**src/rtl/if_stage_pkg.sv**
```systemverilog
// Shared definitions for the instruction-fetch stage: FSM encoding and bubble word.
package if_stage_pkg;
  localparam logic [31:0] NOP_INSTR = 32'h0000_0013;

  typedef enum logic [1:0] {
    S_REQ  = 2'd0,
    S_WAIT = 2'd1,
    S_FULL = 2'd2,
    S_DROP = 2'd3
  } if_state_e;
endpackage

```
**src/rtl/if_id_reg.sv**
```systemverilog
// IF/ID pipeline register: load a new entry, hold while decode stalls, else bubble.
module if_id_reg
  import if_stage_pkg::*;
#(
  parameter int                    DATA_WIDTH = 32,
  parameter logic [DATA_WIDTH-1:0] NOP_INSTR  = DATA_WIDTH'(if_stage_pkg::NOP_INSTR)
) (
  input  logic                  clk,
  input  logic                  rst,
  input  logic                  flush_i,
  input  logic                  load_i,
  input  logic                  hold_i,
  input  logic [DATA_WIDTH-1:0] instr_i,
  input  logic [DATA_WIDTH-1:0] pc_i,
  input  logic [DATA_WIDTH-1:0] inc_pc_i,
  output logic                  valid_o,
  output logic [DATA_WIDTH-1:0] instr_o,
  output logic [DATA_WIDTH-1:0] pc_o,
  output logic [DATA_WIDTH-1:0] inc_pc_o
);
  logic                  valid_q;
  logic [DATA_WIDTH-1:0] instr_q, pc_q, inc_pc_q;

  always_ff @(posedge clk) begin
    if (rst) begin
      valid_q  <= 1'b0;
      instr_q  <= NOP_INSTR;
      pc_q     <= '0;
      inc_pc_q <= '0;
    end else if (flush_i) begin
      valid_q <= 1'b0;
      instr_q <= NOP_INSTR;
    end else if (load_i) begin
      valid_q  <= 1'b1;
      instr_q  <= instr_i;
      pc_q     <= pc_i;
      inc_pc_q <= inc_pc_i;
    end else if (!hold_i) begin
      // Nothing delivered and decode is draining: insert a bubble.
      valid_q <= 1'b0;
      instr_q <= NOP_INSTR;
    end
  end

  assign valid_o  = valid_q;
  assign instr_o  = instr_q;
  assign pc_o     = pc_q;
  assign inc_pc_o = inc_pc_q;
endmodule

```
**src/rtl/if_stage.sv**
```systemverilog
// Instruction fetch: one outstanding imem read, one-entry skid buffer, flush/drop handling.
module if_stage
  import if_stage_pkg::*;
#(
  parameter int                    DATA_WIDTH = 32,
  parameter logic [DATA_WIDTH-1:0] NOP_INSTR  = DATA_WIDTH'(if_stage_pkg::NOP_INSTR)
) (
  input  logic                  clk,
  input  logic                  rst,
  input  logic [DATA_WIDTH-1:0] pc_i,
  input  logic [DATA_WIDTH-1:0] inc_pc_i,
  output logic                  pc_stall_o,
  input  logic                  flush_i,
  input  logic                  stall_i,
  output logic                  imem_req_o,
  output logic [DATA_WIDTH-1:0] imem_addr_o,
  input  logic                  imem_ready_i,
  input  logic                  imem_rvalid_i,
  input  logic [DATA_WIDTH-1:0] imem_rdata_i,
  output logic                  valid_o,
  output logic [DATA_WIDTH-1:0] instr_o,
  output logic [DATA_WIDTH-1:0] pc_o,
  output logic [DATA_WIDTH-1:0] inc_pc_o
);
  if_state_e             state_q;
  logic [DATA_WIDTH-1:0] tag_pc_q, tag_inc_q;
  logic                  skid_v_q;
  logic [DATA_WIDTH-1:0] skid_instr_q, skid_pc_q, skid_inc_q;

  logic                  ifid_free, dlv_wait, dlv_full, accept;
  logic                  load_d, hold_d;
  logic [DATA_WIDTH-1:0] ld_instr_d, ld_pc_d, ld_inc_d;

  assign ifid_free = !stall_i || !valid_o;
  assign dlv_wait  = (state_q == S_WAIT) && imem_rvalid_i && !flush_i && ifid_free;
  assign dlv_full  = (state_q == S_FULL) && skid_v_q && !stall_i && !flush_i;

  // The response cycle may also issue the next read, so a zero-wait cache streams one per cycle.
  assign imem_req_o  = !rst && !flush_i && ((state_q == S_REQ) || dlv_wait);
  assign imem_addr_o = pc_i;
  assign accept      = imem_req_o && imem_ready_i;
  assign pc_stall_o  = rst || !(accept || flush_i);

  assign load_d     = dlv_wait || dlv_full;
  assign hold_d     = stall_i && valid_o;
  assign ld_instr_d = dlv_full ? skid_instr_q : imem_rdata_i;
  assign ld_pc_d    = dlv_full ? skid_pc_q    : tag_pc_q;
  assign ld_inc_d   = dlv_full ? skid_inc_q   : tag_inc_q;

  always_ff @(posedge clk) begin
    if (rst) begin
      state_q      <= S_REQ;
      tag_pc_q     <= '0;
      tag_inc_q    <= '0;
      skid_v_q     <= 1'b0;
      skid_instr_q <= NOP_INSTR;
      skid_pc_q    <= '0;
      skid_inc_q   <= '0;
    end else begin
      if (accept) begin
        tag_pc_q  <= pc_i;
        tag_inc_q <= inc_pc_i;
      end
      case (state_q)
        S_REQ: if (accept) state_q <= S_WAIT;
        S_WAIT: begin
          if (flush_i)
            state_q <= imem_rvalid_i ? S_REQ : S_DROP;
          else if (imem_rvalid_i) begin
            if (ifid_free)
              state_q <= accept ? S_WAIT : S_REQ;
            else begin
              skid_v_q     <= 1'b1;
              skid_instr_q <= imem_rdata_i;
              skid_pc_q    <= tag_pc_q;
              skid_inc_q   <= tag_inc_q;
              state_q      <= S_FULL;
            end
          end
        end
        S_FULL: if (flush_i || !stall_i) begin
          skid_v_q <= 1'b0;
          state_q  <= S_REQ;
        end
        S_DROP: if (imem_rvalid_i) state_q <= S_REQ;
        default: state_q <= S_REQ;
      endcase
    end
  end

  if_id_reg #(
    .DATA_WIDTH(DATA_WIDTH),
    .NOP_INSTR (NOP_INSTR)
  ) u_if_id (
    .clk     (clk),
    .rst     (rst),
    .flush_i (flush_i),
    .load_i  (load_d),
    .hold_i  (hold_d),
    .instr_i (ld_instr_d),
    .pc_i    (ld_pc_d),
    .inc_pc_i(ld_inc_d),
    .valid_o (valid_o),
    .instr_o (instr_o),
    .pc_o    (pc_o),
    .inc_pc_o(inc_pc_o)
  );
endmodule

```
**config.mk**
```make
export PLATFORM = sky130hd
export DESIGN_NAME = if_stage
export DESIGN_NICKNAME = d
export VERILOG_FILES = /design/src/rtl/if_stage_pkg.sv /design/src/rtl/if_id_reg.sv /design/src/rtl/if_stage.sv
export SDC_FILE = /design/constraint.sdc
export NUM_CORES = 1
export LEC_CHECK = 0
export ABC_AREA = 1
export CAP_MARGIN = 0
export CORE_MARGIN = 2
export CORE_UTILIZATION = 47
export CTS_CLUSTER_SIZE = 16
export DETAILED_ROUTE_END_ITERATION = 7
export PLACE_DENSITY = 0.86
export SLEW_MARGIN = 20
export SYNTH_ARGS = -nofsm -noshare
export SYNTH_HDL_FRONTEND = slang
export SYNTH_SLANG_ARGS = --single-unit
export TNS_END_PERCENT = 20
```
**constraint.sdc**
```tcl
create_clock -name clk -period 1.85 [get_ports clk]
set_input_delay 0.2775 -clock clk [delete_from_list [all_inputs] [get_ports clk]]
set_output_delay 0.2775 -clock clk [all_outputs]
set_load 0.005 [all_outputs]
```
; ---- After elaboration in Yosys (flattened, before gate mapping)
; Index checks and enable logic that the tools add are counted.
[word_totals]
regBits = 260
input_bits = 102
out_inout_bits = 131
wordCells = 73
[classes]
n_eq_ne = 11
muxes = 21
n_bitwise = 2
n_reduce_logical = 28
[ops]
columns = operator, n
row1 = 32-bit two-way mux, 5
row2 = 2-bit two-way mux, 7
row3 = "2-bit != test, second input constant", 6
row4 = 1-bit logical AND, 10
row5 = 2-bit case mux with 4 select lines, 1
row6 = 4-bit AND reduction, 2
row7 = 1-bit two-way mux, 7
row8 = 1-bit logical OR, 6
row9 = 1-bit logical NOT, 5
row10 = 5-bit AND reduction, 1
row11 = "2-bit equality test, second input constant", 2
row12 = "3-bit != test, second input constant", 1
row13 = "2-bit by 1-bit equality test with 1-bit output, second input constant", 1
row14 = 2-bit logical NOT, 1
row15 = "2-bit by 1-bit != test with 1-bit output, second input constant", 1
row16 = 1-bit NOT, 2
row17 = 1-bit case mux with 2 select lines, 1
row18 = 2-bit AND reduction, 1
row19 = 2-bit nonzero test, 1
row20 = 2-bit OR reduction, 1

; ---- Longest topological paths before layout
[logic_depth]
word_depth = 12
depth_mapped = 10
ltp_nobuf = 10

; ---- By module
; From an unflattened synthesis, not the netlist that was laid out.
[hier_totals]
hier_cells = 1567
area_unflattened_um2 = 11628.7
[by_module_without_submodules]
columns = module, n_inst, cells_each, area_each_um2, seq_area_each_um2
row1 = if_stage, 1, 998, 7721.2, 3263.1
row2 = if_id_reg, 1, 569, 3907.5, 1941.9

; ---- Worst setup path after synthesis
; No wires, ideal clock.
[synth_path]
path_type = register to output
startpoint = reg u_if_id.valid_q, in the netlist u_if_id.valid_o
endpoint = out pc_stall_o
t_arrival_ps = 1305
required_ps = 1572
slack_ps = 267
stages_incl_launch_ff = 9
n_path_buf = 2
cell_sequence = dfxtp_1 -> nand2_1 -> nand2_2 -> o21ai_0 -> nand3_1 -> buf_2 -> buf_2 -> nand2_1 -> nand2_1
[synth_via]
elab_chain_cells = 9
[synth_lines]
columns = element, line_no
row1 = start: declaration, if_id_reg.sv:21  ; logic valid_q;
row2 = start signal: assignment, if_id_reg.sv:26  ; valid_q <= 1'b0;
row3 = start signal: assignment, if_id_reg.sv:31  ; valid_q <= 1'b0;
row4 = start signal: assignment, if_id_reg.sv:34  ; valid_q <= 1'b1;
row5 = 1-bit logical NOT, if_stage.sv:34  ; assign ifid_free = !stall_i || !valid_o;
row6 = 1-bit logical OR, if_stage.sv:34
row7 = 1-bit logical AND, if_stage.sv:35  ; assign dlv_wait = (state_q == S_WAIT) && imem_rvalid_i && !flush_i && ifid_free;
row8 = 1-bit logical OR, if_stage.sv:39  ; assign imem_req_o = !rst && !flush_i && ((state_q == S_REQ) || dlv_wait);
row9 = 1-bit logical AND, if_stage.sv:39
row10 = 1-bit logical AND, if_stage.sv:41  ; assign accept = imem_req_o && imem_ready_i;
row11 = 1-bit logical OR, if_stage.sv:42  ; assign pc_stall_o = rst || !(accept || flush_i);
row12 = 1-bit logical NOT, if_stage.sv:42
row13 = 1-bit logical OR, if_stage.sv:42
row14 = end: declaration, if_stage.sv:12  ; output logic pc_stall_o,
; Every way passes these cells.

; ---- Worst setup path after layout
[layout_path]
startpoint = reg state_q[1]
endpoint = out imem_req_o
[layout_via]
elab_chain_cells = 6
word_cells_on_any_way = 7
classes_between = eq/ne: 1 / reduce/logical: 6
[layout_lines]
columns = element, line_no
row1 = start: declaration, if_stage.sv:25  ; if_state_e state_q;
row2 = start signal: assignment, if_stage.sv:68  ; state_q <= imem_rvalid_i ? S_REQ : S_DROP;
row3 = start signal: assignment, if_stage.sv:71  ; state_q <= accept ? S_WAIT : S_REQ;
row4 = 2-bit by 1-bit equality test with 1-bit output, if_stage.sv:35
row5 = 1-bit logical AND (3 in a row), if_stage.sv:35
row6 = 1-bit logical OR (*), if_stage.sv:39
row7 = 1-bit logical AND (*), if_stage.sv:39
row8 = end: declaration, if_stage.sv:15  ; output logic imem_req_o,
; Mark *: on every way between the ends. The rest lies on a longest branch, timed or not.

==> flow_summary.yaml <==
clock_tree:
  clkTransAtPathRegs_ns: 0.06
  postCtsHoldBufs: 0
  htree_num_levels: 1
  cts_buffers: 27
  clk_latency_ns: 0.52
  cts_sinks: 260
  clk_path_buf_depth: 3
  cts_root_buf: "clkbuf_16"
  cts_tree: "yes"
timing:
  finalCriticalPeriod_ns: 1.889
  maxSlewHeadroom: 0.4249
  finalSetupViolCount: 1
  slew_violations: 0
  fin_skew_ns: 0.01297
  fin_ws_ns: -0.03859
  rsz0062_at_grt: "yes"
  max_slew.worst_pin.slew_ns: 0.8626
  finalHoldViolCount: 0
  finalCritPeriodShare: 1.021
  fmax_mhz: 529.5
routing:
  vias: 9917
  route.detailed.drc: 0
  routedWlPerCell_um: 15.50
  drt_iter0_drc: 588
  antenna_left: 0
  vias_per_cell: 5.329
  drtPass1Iterations: 5
  routed_wl_um: 28840
hold_path:
  hold_class: "in2reg"
logic_synthesis:
  syn_nets: 1486
  ys_ff_latch: 260
  netlist_instances: 1384
  synth_top_family_by_area: "simple AND/OR/NAND/NOR gates"
  yosysSeqAreaShare: 0.4843
  synthTopCellsByArea: "dfxtp_1 (48%), nand2_1 (9.0%), a21oi_1 (7.9%)"
  synth_cell_types: 26
  synth_top_cell_by_area: "dfxtp_1"
  avgSynthCellArea_um2: 7.765
  synth_area_um2: 10750
  synthAdderAreaFrac: 0
  yosysWarnings: 0
  synth-compound-area-share: 0.1952
  netlist.area_leader.share: 0.4843
  synth.mux.area_fraction: 0
  synthSimpleGateAreaFrac: 0.1992
  synth_xor_xnor_area_share: 0
global_routing:
  grt_usage: 0.2272
  antenna_found_initial: 1
  grt_overflow: 0
  grt_pass1_vias: 9404
  grtUsageMet2: 0.4074
  grt.busiest_layer: "met2"
  use_met3: 0.03315
  met1_usage: 0.2834
  grt_max_degree: 132
  grt_pass1_wl_um: 45700
floorplanning:
  fp.dieArea_um2: 24090
  die_y_um: 155.2
  ioPinCount: 233
  core_um2: 22570
  die_w_um: 155.2
  core.rowCount: 55
  start_util: 0.4761
setup_path:
  path_max_fanout: 4
  crit_type: "reg2out"
  start_kind: "register"
  reg2reg_depth: 10
  path_cells: "inv_4, nand3_4, buf_6, nor2_8, clkinv_4, a21oi_4, buf_2"
  endpoint: "imem_req_o"
  cp-startpoint: "state_q[1]"
  critical_path.max_stage_delay_ns: 0.35
  cp_data_arrival_time_ns: 1.61
  r2r-end: "tag_pc_q[21]"
  endpoint_kind: "primary output"
  rrSetupSlack_ns: 0.06
  cp.required_ns: 1.57
  critPathSlowestCell: "dfxtp_4"
  r2r-start: "state_q[1]"
cells_and_area:
  fillers: 1819
  drive_gt1_frac: 0.1067
  nets: 1658
  fin_area_um2: 14210
  area_delta_synth_final_pct: 32.22
  fin_util: 0.6295
place:
  place_area_um2: 13160
  place.gp.congestion: 0.8290
  portBuffers: 232
  hpwlAfterDp_um: 17840
job:
  cap_violations: 0
status:
  status: "finished, violations left"
  violations: "setup timing"
power:
  pwr_density_cell_nw_per_um2: 838.6
  p_leak_uw: 0.005673
  ir_worst_vdd_uv: 672.0
cell families (layout without fill, tap and decap cells):
kind of cell | count (synthesis) | in the layout
flops | 260 | 260
buf+inv | 282 | 473
simple gates | 452 | 452
other cells | 0 | 1
compound gates | 390 | 390
cell type report:
cell class                 count  area, um2  area share
antenna                        1      2.502   0.0001761
clock inverter                10      100.1    0.007045
sequential                   260       5216      0.3671
clock buffer                  38      807.0     0.05680
inverter                     143      549.3     0.03866
multi-input combinational    842       4265      0.3002
timing repair buffer         282       2912      0.2049
tap                          285      356.6     0.02510
placed cells by master, fill, tap and decap left out, types with 2 or more instances in the layout:
cell type,n
dfxtp_4,3
nor3_1,2
o21ai_1,30
nand3_2,50
buf_2,2
bufinv_16,2
o21ai_0,133
buf_6,2
dfxtp_1,257
clkbuf_16,28
buf_4,32
a21oi_1,169
nor2_1,64
nand2_1,255
o22ai_1,3
nand2_4,2
clkbuf_1,2
inv_4,3
o211ai_1,52
clkinv_2,8
nand2_2,2
nand3_1,73
buf_12,15
inv_2,2
clkdlybuf4s50_1,227
clkbuf_8,9
inv_1,137
power breakdown:
| part | total (uW) | leakage (uW) | switching (uW) | internal, uW |
|---|---|---|---|---|
| Clock | 5460 | 0.000459 | 2170 | 3290 |
| Combinational | 775 | 0.00311 | 389 | 386 |
| Sequential | 5680 | 0.00210 | 32.2 | 5650 |
| Total | 11900 | 0.00567 | 2590 | 9330 |
sequential cells by signal, indices dropped and copies added (netlist names), 32 cells and up:
name,flops
skid_instr_q,32
u_if_id.instr_o,32
tag_inc_q,32
tag_pc_q,32
u_if_id.inc_pc_o,32
skid_inc_q,32
skid_pc_q,32
u_if_id.pc_o,32
Yosys cell counts:
master,number
a21oi_1,169
a21oi_4,1
a31oi_1,1
buf_1,9
buf_2,36
buf_4,34
buf_6,2
buf_8,5
clkbuf_1,53
dfxtp_1,260
inv_1,139
inv_2,4
nand2_1,258
nand2_2,1
nand3_1,74
nand3_2,49
nand3_4,1
nand4_1,1
nor2_1,64
nor2_4,1
nor2_8,1
nor3_1,2
o211ai_1,52
o21ai_0,134
o21ai_1,30
o22ai_1,3
worst min-delay path by stage:
stage,startpoint,to,slack (ns),cells past startpoint
2_1_floorplan,imem_rdata_i[0],skid_instr_q[0],0.41,2
3_3_place_gp,skid_inc_q[30],skid_inc_q[30],0.43,2
4_1_cts,rst,skid_instr_q[4],0.29,4
5_1_grt,rst,skid_instr_q[1],0.33,4
6_report,rst,skid_instr_q[4],0.31,4
3_5_place_dp,skid_pc_q[28],skid_pc_q[28],0.44,2
metal layers:
layer	routed length (um)	part of all wire	up-vias
met5	0	0	-
met3	1829	0.063	53
li1	-	-	4862
met2	14260	0.49	372
met1	11990	0.42	4630
met4	761	0.026	0
critical path: cells and delay by family (launching register included):
family / cells / cell delay (ns)
DFF: 1 / 0.35
AOI/OAI and AO/OA: 1 / 0.15
and+or+nand+nor: 2 / 0.17
buffers and inverters: 4 / 0.42
per-stage QoR:
stage               hold WS [ns]  setup TNS, ns  total power [uW]  setup slack [ns]  std cells
CTS                       0.2919        -0.1677             11990           -0.1062       1857
finish                    0.3118       -0.03859             11920          -0.03859       1861
floorplan                 0.4079              0              6169            0.2675       1384
global placement          0.4330         -34.09              6539           -0.3005       1801
global route              0.3330        -0.2859             12290           -0.1041       1861
detailed placement        0.4431         -35.48              6550           -0.3113       1801
timing repair:
item                                    4_1_cts  5_1_grt
gates resized for setup                      20        5
cloned                                        0        1
pin swaps                                     4        4
endpoints found under the setup margin        3       57
setup buffers                                 8        3
Power figures use the tool's default switching activity.
